==> src/rtl/pll_drp_sequencer.sv <==
// Purpose: reprograms a PLLE2_ADV over DRP. It holds the PLL in reset, applies masked
//          read-modify-write table entries, releases reset and waits for LOCKED.
// Latency: per entry, 2 DRP transactions plus 2 cycles; then a 1-cycle step, RST_HOLD cycles
//          of hold and the lock wait; done pulses 1 cycle after lock is seen.
// Backpressure: start is dropped and table writes are ignored while busy. Each DRP access
//          waits for drdy, up to DRDY_TIMEOUT cycles.
//
// Ports:
//   clk, rst_n          controller clock (not from the PLL under control), async active-low reset
//   tbl_we/idx/wdata    table write port, {daddr[38:32], mask[31:16], data[15:0]}; mask 1 = keep
//   tbl_count           number of entries used by the next sequence (clamped to DEPTH)
//   start               one-cycle request, accepted only when idle
//   busy/done/err       status: done is a 1-cycle pulse; err 0 ok, 1 DRDY timeout, 2 lock timeout
//   locked              pll_locked after a 2-FF synchroniser
//   drp_*               DRP master port
//   pll_rst, pll_locked PLL reset output and raw LOCKED input
module pll_drp_sequencer #(
    parameter int DEPTH        = 8,
    parameter int DRDY_TIMEOUT = 64,
    parameter int LOCK_TIMEOUT = 65536,
    parameter int RST_HOLD     = 16
) (
    input  logic                     clk,
    input  logic                     rst_n,
    input  logic                     tbl_we,
    input  logic [$clog2(DEPTH)-1:0] tbl_idx,
    input  logic [38:0]              tbl_wdata,
    input  logic [$clog2(DEPTH):0]   tbl_count,
    input  logic                     start,
    output logic                     busy,
    output logic                     done,
    output logic [1:0]               err,
    output logic                     locked,
    output logic [6:0]               drp_daddr,
    output logic [15:0]              drp_di,
    input  logic [15:0]              drp_do,
    output logic                     drp_den,
    output logic                     drp_dwe,
    input  logic                     drp_drdy,
    output logic                     pll_rst,
    input  logic                     pll_locked
);
    localparam int IW     = $clog2(DEPTH);
    localparam int CMAX_A = (DRDY_TIMEOUT > RST_HOLD) ? DRDY_TIMEOUT : RST_HOLD;
    localparam int CMAX   = (LOCK_TIMEOUT > CMAX_A) ? LOCK_TIMEOUT : CMAX_A;
    localparam int CW     = $clog2(CMAX + 1);

    localparam logic [IW:0]   DEPTH_C   = (IW+1)'(DEPTH);
    localparam logic [IW:0]   PTR_ONE   = (IW+1)'(1);
    localparam logic [CW-1:0] CNT_ONE   = CW'(1);
    localparam logic [CW-1:0] DRDY_LAST = CW'(DRDY_TIMEOUT - 1);
    localparam logic [CW-1:0] HOLD_LAST = CW'(RST_HOLD - 1);
    localparam logic [CW-1:0] LOCK_LAST = CW'(LOCK_TIMEOUT - 1);

    localparam logic [1:0] ERR_OK   = 2'd0;
    localparam logic [1:0] ERR_DRDY = 2'd1;
    localparam logic [1:0] ERR_LOCK = 2'd2;

    typedef enum logic [3:0] {
        S_IDLE,
        S_RD_REQ,
        S_RD_WAIT,
        S_WR_REQ,
        S_WR_WAIT,
        S_NEXT,
        S_HOLD,
        S_LOCK_WAIT,
        S_FIN
    } state_t;

    state_t         state_q, state_d;
    logic [IW:0]    ptr_q, ptr_d;
    logic [IW:0]    num_q, num_d;
    logic [CW-1:0]  cnt_q, cnt_d;
    logic [1:0]     err_q, err_d;
    logic           pll_rst_q, pll_rst_d;
    logic           den_q, den_d;
    logic           dwe_q, dwe_d;
    logic [6:0]     daddr_q, daddr_d;
    logic [15:0]    di_q, di_d;
    logic           busy_q, busy_d;
    logic           done_q, done_d;
    logic           lock_meta_q, lock_sync_q;

    logic [38:0]    tbl_q [DEPTH];
    logic [38:0]    cur_ent;
    logic [38:0]    nxt_ent;
    logic [38:0]    first_ent;
    logic [IW:0]    ptr_inc;
    logic [IW:0]    count_clamped;
    logic [15:0]    merged;

    // LOCKED is asynchronous to clk; two flops before anything looks at it.
    always_ff @(posedge clk or negedge rst_n) begin
        if (!rst_n) begin
            lock_meta_q <= 1'b0;
            lock_sync_q <= 1'b0;
        end else begin
            lock_meta_q <= pll_locked;
            lock_sync_q <= lock_meta_q;
        end
    end

    // Table is plain storage, not reset. Frozen while a sequence runs so the
    // entries being applied cannot change underneath the FSM. A write in the
    // same cycle as an accepted start lands, but entry 0's address is fetched
    // from the old contents for that first read.
    always_ff @(posedge clk) begin
        if (tbl_we && !busy_q) begin
            tbl_q[tbl_idx] <= tbl_wdata;
        end
    end

    assign ptr_inc       = ptr_q + PTR_ONE;
    assign cur_ent       = tbl_q[ptr_q[IW-1:0]];
    assign nxt_ent       = tbl_q[ptr_inc[IW-1:0]];
    assign first_ent     = tbl_q[0];
    assign count_clamped = (tbl_count > DEPTH_C) ? DEPTH_C : tbl_count;
    // Mask bit 1 keeps the bit read back from the PLL, 0 takes the table data.
    assign merged        = (drp_do & cur_ent[31:16]) | (cur_ent[15:0] & ~cur_ent[31:16]);

    always_ff @(posedge clk or negedge rst_n) begin
        if (!rst_n) begin
            state_q   <= S_IDLE;
            ptr_q     <= '0;
            num_q     <= '0;
            cnt_q     <= '0;
            err_q     <= ERR_OK;
            pll_rst_q <= 1'b0;
            den_q     <= 1'b0;
            dwe_q     <= 1'b0;
            daddr_q   <= '0;
            di_q      <= '0;
            busy_q    <= 1'b0;
            done_q    <= 1'b0;
        end else begin
            state_q   <= state_d;
            ptr_q     <= ptr_d;
            num_q     <= num_d;
            cnt_q     <= cnt_d;
            err_q     <= err_d;
            pll_rst_q <= pll_rst_d;
            den_q     <= den_d;
            dwe_q     <= dwe_d;
            daddr_q   <= daddr_d;
            di_q      <= di_d;
            busy_q    <= busy_d;
            done_q    <= done_d;
        end
    end

    // Outputs are registered: den/dwe/daddr/di are set up on the transition
    // into a request state so they are valid for exactly that state's cycle.
    always_comb begin
        state_d   = state_q;
        ptr_d     = ptr_q;
        num_d     = num_q;
        cnt_d     = cnt_q;
        err_d     = err_q;
        pll_rst_d = pll_rst_q;
        den_d     = 1'b0;
        dwe_d     = 1'b0;
        daddr_d   = daddr_q;
        di_d      = di_q;

        case (state_q)
            S_IDLE: begin
                if (start) begin
                    err_d     = ERR_OK;
                    pll_rst_d = 1'b1;
                    ptr_d     = '0;
                    num_d     = count_clamped;
                    cnt_d     = '0;
                    if (count_clamped == '0) begin
                        state_d = S_HOLD;
                    end else begin
                        state_d = S_RD_REQ;
                        den_d   = 1'b1;
                        daddr_d = first_ent[38:32];
                    end
                end
            end
            S_RD_REQ: begin
                // Count cycles since the DEN pulse; the wait state sees 1 first.
                cnt_d   = CNT_ONE;
                state_d = S_RD_WAIT;
            end
            S_RD_WAIT: begin
                if (drp_drdy) begin
                    di_d    = merged;
                    den_d   = 1'b1;
                    dwe_d   = 1'b1;
                    state_d = S_WR_REQ;
                end else if (cnt_q == DRDY_LAST) begin
                    err_d   = ERR_DRDY;
                    cnt_d   = '0;
                    state_d = S_HOLD;
                end else begin
                    cnt_d = cnt_q + CNT_ONE;
                end
            end
            S_WR_REQ: begin
                cnt_d   = CNT_ONE;
                state_d = S_WR_WAIT;
            end
            S_WR_WAIT: begin
                if (drp_drdy) begin
                    state_d = S_NEXT;
                end else if (cnt_q == DRDY_LAST) begin
                    err_d   = ERR_DRDY;
                    cnt_d   = '0;
                    state_d = S_HOLD;
                end else begin
                    cnt_d = cnt_q + CNT_ONE;
                end
            end
            S_NEXT: begin
                ptr_d = ptr_inc;
                if (ptr_inc == num_q) begin
                    cnt_d   = '0;
                    state_d = S_HOLD;
                end else begin
                    den_d   = 1'b1;
                    daddr_d = nxt_ent[38:32];
                    state_d = S_RD_REQ;
                end
            end
            S_HOLD: begin
                if (cnt_q == HOLD_LAST) begin
                    // Release the PLL even after a DRP failure so it is not
                    // left stuck in reset; only then skip the lock wait.
                    pll_rst_d = 1'b0;
                    cnt_d     = '0;
                    state_d   = (err_q == ERR_DRDY) ? S_FIN : S_LOCK_WAIT;
                end else begin
                    cnt_d = cnt_q + CNT_ONE;
                end
            end
            S_LOCK_WAIT: begin
                if (lock_sync_q) begin
                    state_d = S_FIN;
                end else if (cnt_q == LOCK_LAST) begin
                    err_d   = ERR_LOCK;
                    state_d = S_FIN;
                end else begin
                    cnt_d = cnt_q + CNT_ONE;
                end
            end
            S_FIN: begin
                ptr_d   = '0;
                state_d = S_IDLE;
            end
            default: begin
                state_d   = S_IDLE;
                pll_rst_d = 1'b0;
            end
        endcase
    end

    // busy already drops in the done cycle, so software polling busy and a
    // done-triggered interrupt agree on when the sequence ended.
    assign busy_d = (state_d != S_IDLE) && (state_d != S_FIN);
    assign done_d = (state_d == S_FIN);

    assign busy      = busy_q;
    assign done      = done_q;
    assign err       = err_q;
    assign locked    = lock_sync_q;
    assign drp_daddr = daddr_q;
    assign drp_di    = di_q;
    assign drp_den   = den_q;
    assign drp_dwe   = dwe_q;
    assign pll_rst   = pll_rst_q;

endmodule

==> config.mk <==
export PLATFORM = sky130hd
export DESIGN_NAME = pll_drp_sequencer
export DESIGN_NICKNAME = d
export VERILOG_FILES = /design/src/rtl/pll_drp_sequencer.sv
export SDC_FILE = /design/constraint.sdc
export NUM_CORES = 1
export LEC_CHECK = 0
export ABC_AREA = 1
export BUFFER_PORTS_ARGS = -buffer_cell sky130_fd_sc_hd__buf_2
export CORE_MARGIN = 2
export CORE_UTILIZATION = 40
export DETAILED_ROUTE_END_ITERATION = 12
export GPL_TIMING_DRIVEN = 1
export PLACE_DENSITY = 0.62
export SYNTH_ARGS = -nofsm -noshare
export SYNTH_HDL_FRONTEND = slang
export SYNTH_SLANG_ARGS = --single-unit
==> constraint.sdc <==
create_clock -name clk -period 2.4 [get_ports clk]
set_input_delay 0 -clock clk [delete_from_list [all_inputs] [get_ports clk]]
set_output_delay 0 -clock clk [all_outputs]
set_load 0.01 [all_outputs]
==> reports/results.ini <==
[worst_setup_path]
reg2reg_from = cnt_q[1]$_DFFE_PN0P_
slowest_delay_ps = 380
path_class = register to register
timing.critical_path.from = cnt_q[1]$_DFFE_PN0P_
crit_chain = ha_2 > nand3_2 > inv_1 > nand2_2 > nor4_2 > nand3_1 > nor3_2 > ha_2 > or2_4 > nand2_2 > nand2_1 > inv_2 > nand3_4 > a21oi_4 > clkbuf_16 > nand3_1 > nand2_1
path_max_fanout = 9
worst-path-buf-inv = 3
endpoint_kind = register
crit_required_ps = 2890
startpoint_type = register
cp.arrival_ps = 2860
crit_slowest_cell = dfrtp_1
cpLargestDelayFamily = simple AND/OR/NAND/NOR gates

[global_route]
grt_usage_pct = 19.9
grt_max_degree = 80
grt_pass1_vias = 11500
grt_pass1_wl_um = 64300
grt.overflow.total = 0
antenna_found_initial = 1

[timing]
max_slew.worst_pin.slew_ps = 744
setup_slack_ps = 33.4
hold_violations = 0
finalSetupViolations = 0
min_period_ps = 2370
slew_headroom_pct = 50.4
report.final.slew_viol_count = 0
clock_skew_ps = 23.3
finalCritPeriodShare_pct = 98.6
max_freq_mhz = 423

[logic_synthesis]
synth_adder_area_share_pct = 0.233
synth_top_family_by_area = simple AND/OR/NAND/NOR gates
synthCells = 1562
yosys_warnings = 0
synth-seq-cells = 373
synthDistinctLibCells = 38
ys_seq_area_share_pct = 67.6
synth_nets = 1633
yosys.area_share.simple_pct = 19.8
synth.avg_cell_area_um2 = 10.3
synth_mux_area_share_pct = 0
synth-compound-area-share_pct = 7.99
syn-cell-area_um2 = 16100
synthXorXnorAreaFrac_pct = 0.380

[floorplan]
die_h_um = 205
die_area_um2 = 41900
rows = 73
coreArea_um2 = 39700
dieWidth_um = 205
initial_core_util_pct = 40.6
io_pins = 99

[layout]
postLayoutCoreUtil_pct = 49.7
nets = 1820
layout_commonest_cell = nand2_1
area_growth_pct = 22.4
layout_common_cells = nand2_1, edfxtp_1, nor2_1
layout-drive-gt1-share_pct = 14.6

[place]
gp_congestion = 0.896
dp_hpwl_um = 23000
preCtsSetupSlack_ps = 140
io_buffers = 98

[clock_network]
cts_made_buffers = 41
clkSinkCount = 373
clk_pin_slew_worst_paths_ps = 60
htree_levels = 2
clk_path_buf_depth = 3
tritoncts = yes
cts-root-buf = clkbuf_16
worstSkewPairLatency_ps = 570

[worst_hold_path]
min_from = pll_locked
hold_path.class = input port to register

[detailed_routing]
met3_length_um = 2420
drt-initial-drc-count = 1025
wirelength_um = 41200
post_drt_wl_per_cell_um = 17.8
routed-via-count = 11900
drc = 0
highest_layer = met4
wl_met2_um = 19500
ant_nets = 0
post_drt_via_cell_ratio = 5.14
dr.pass1.iters = 5
wl_met1_um = 18500

[flow_run]
maxCapViolCount = 0

[run_status]
outcome = completed

[pwr]
peakVddDrop_mv = 0.631
power_density_nw_per_um2 = 1010
p_leak_nw = 7.76

final timing paths:
kind	end	slack, ps	cells after the start
min in group asynchronous	drp_di[14]$_DFFE_PN0P_	400	3
max in group asynchronous	ptr_q[0]$_DFFE_PN0P_	1540	4
setup / recovery	cnt_q[16]$_DFFE_PN0P_	30	17
hold reg to reg	locked$_DFF_PN0_	350	0
hold / removal	lock_meta_q$_DFF_PN0_	90	2
setup reg to reg	cnt_q[16]$_DFFE_PN0P_	30	17
Yosys cell counts, drive strengths merged:
library cell | instances | area share, %
o21bai | 1 | 0.047
inv | 84 | 2.0
ha | 3 | 0.23
edfxtp | 312 | 58
o21ai | 202 | 6.3
or2 | 1 | 0.039
nand4 | 10 | 0.39
o211ai | 21 | 0.98
a31oi | 6 | 0.23
and2 | 2 | 0.078
o22ai | 4 | 0.16
nand2 | 347 | 8.3
clkinv | 1 | 0.023
nor2 | 323 | 7.6
xor2 | 5 | 0.27
o21a | 1 | 0.047
nand3b | 4 | 0.19
a21oi | 6 | 0.26
clkbuf | 27 | 0.63
nor4 | 1 | 0.039
dfrtp | 61 | 9.5
nor3 | 7 | 0.29
nand3 | 89 | 2.9
xnor2 | 2 | 0.11
buf | 42 | 1.4
flip-flops by register name (all words and copies together) (netlist names):
register	flops
done	1
err	2
busy	1
locked	1
tbl_q	312
num_q	4
pll_rst	1
drp_di	16
drp_dwe	1
drp_den	1
state_q	4
cnt_q	17
lock_meta_q	1
drp_daddr	7
ptr_q	4
metal layers:
layer | global-route usage [%] | vias to the layer above
met1 | 27.2 | 5758
met4 | 5.33 | 0
met2 | 33.0 | 356
li1 | - | 5686
met5 | 0 | -
met3 | 3.32 | 61
timing repair:
action                                 in CTS  in global routing
hold buffers                               69                  0
resized for setup                           0                  7
setup endpoints to repair                   0                 19
endpoints found under the hold margin     401                  0
buffers inserted                            0                  3
logic make-up (layout without fill, tap and decap cells):
kind of cell               count (synthesis)  count (layout)
other                                      0               1
DFF                                      373             373
xor gates and xnor gates                   7               7
AOI/OAI and AO/OA                        241             241
and+or+nand+nor                          784             784
adders and majority gates                  3               3
buffers and inverters                    154             374
through the flow:
stage                     hold WS (ps)  TNS, ps  std cells  total power [mW]  instance area (um^2)
after floorplan                   -296  -101650       1562              11.5                 16100
after global placement            28.9        0       2157              13.2                 17500
after detailed placement          22.7        0       2157              13.3                 17500
after CTS                         59.2        0       2302              19.9                 19600
after global routing              80.0    -1140       2308              21.1                 19700
final                             87.8        0       2308              19.9                 19700
where the power goes:
part / internal, mW / switching, mW / total [mW]
combinational: 1.97 / 3.79 / 5.76
sequential: 7.48 / 0.261 / 7.74
clock: 3.78 / 2.65 / 6.43
final cells by class:
type,count,area [um^2]
fillers,3549,20000
repair buffers,213,1770
clock buffers,53,1120
inverters,85,322
diodes,1,2.50
well taps,525,657
clock inverters,23,282
multi-input cells,1035,4670
flip-flops and latches,373,10900
Note: power is estimated with default switching activity, not from simulation.
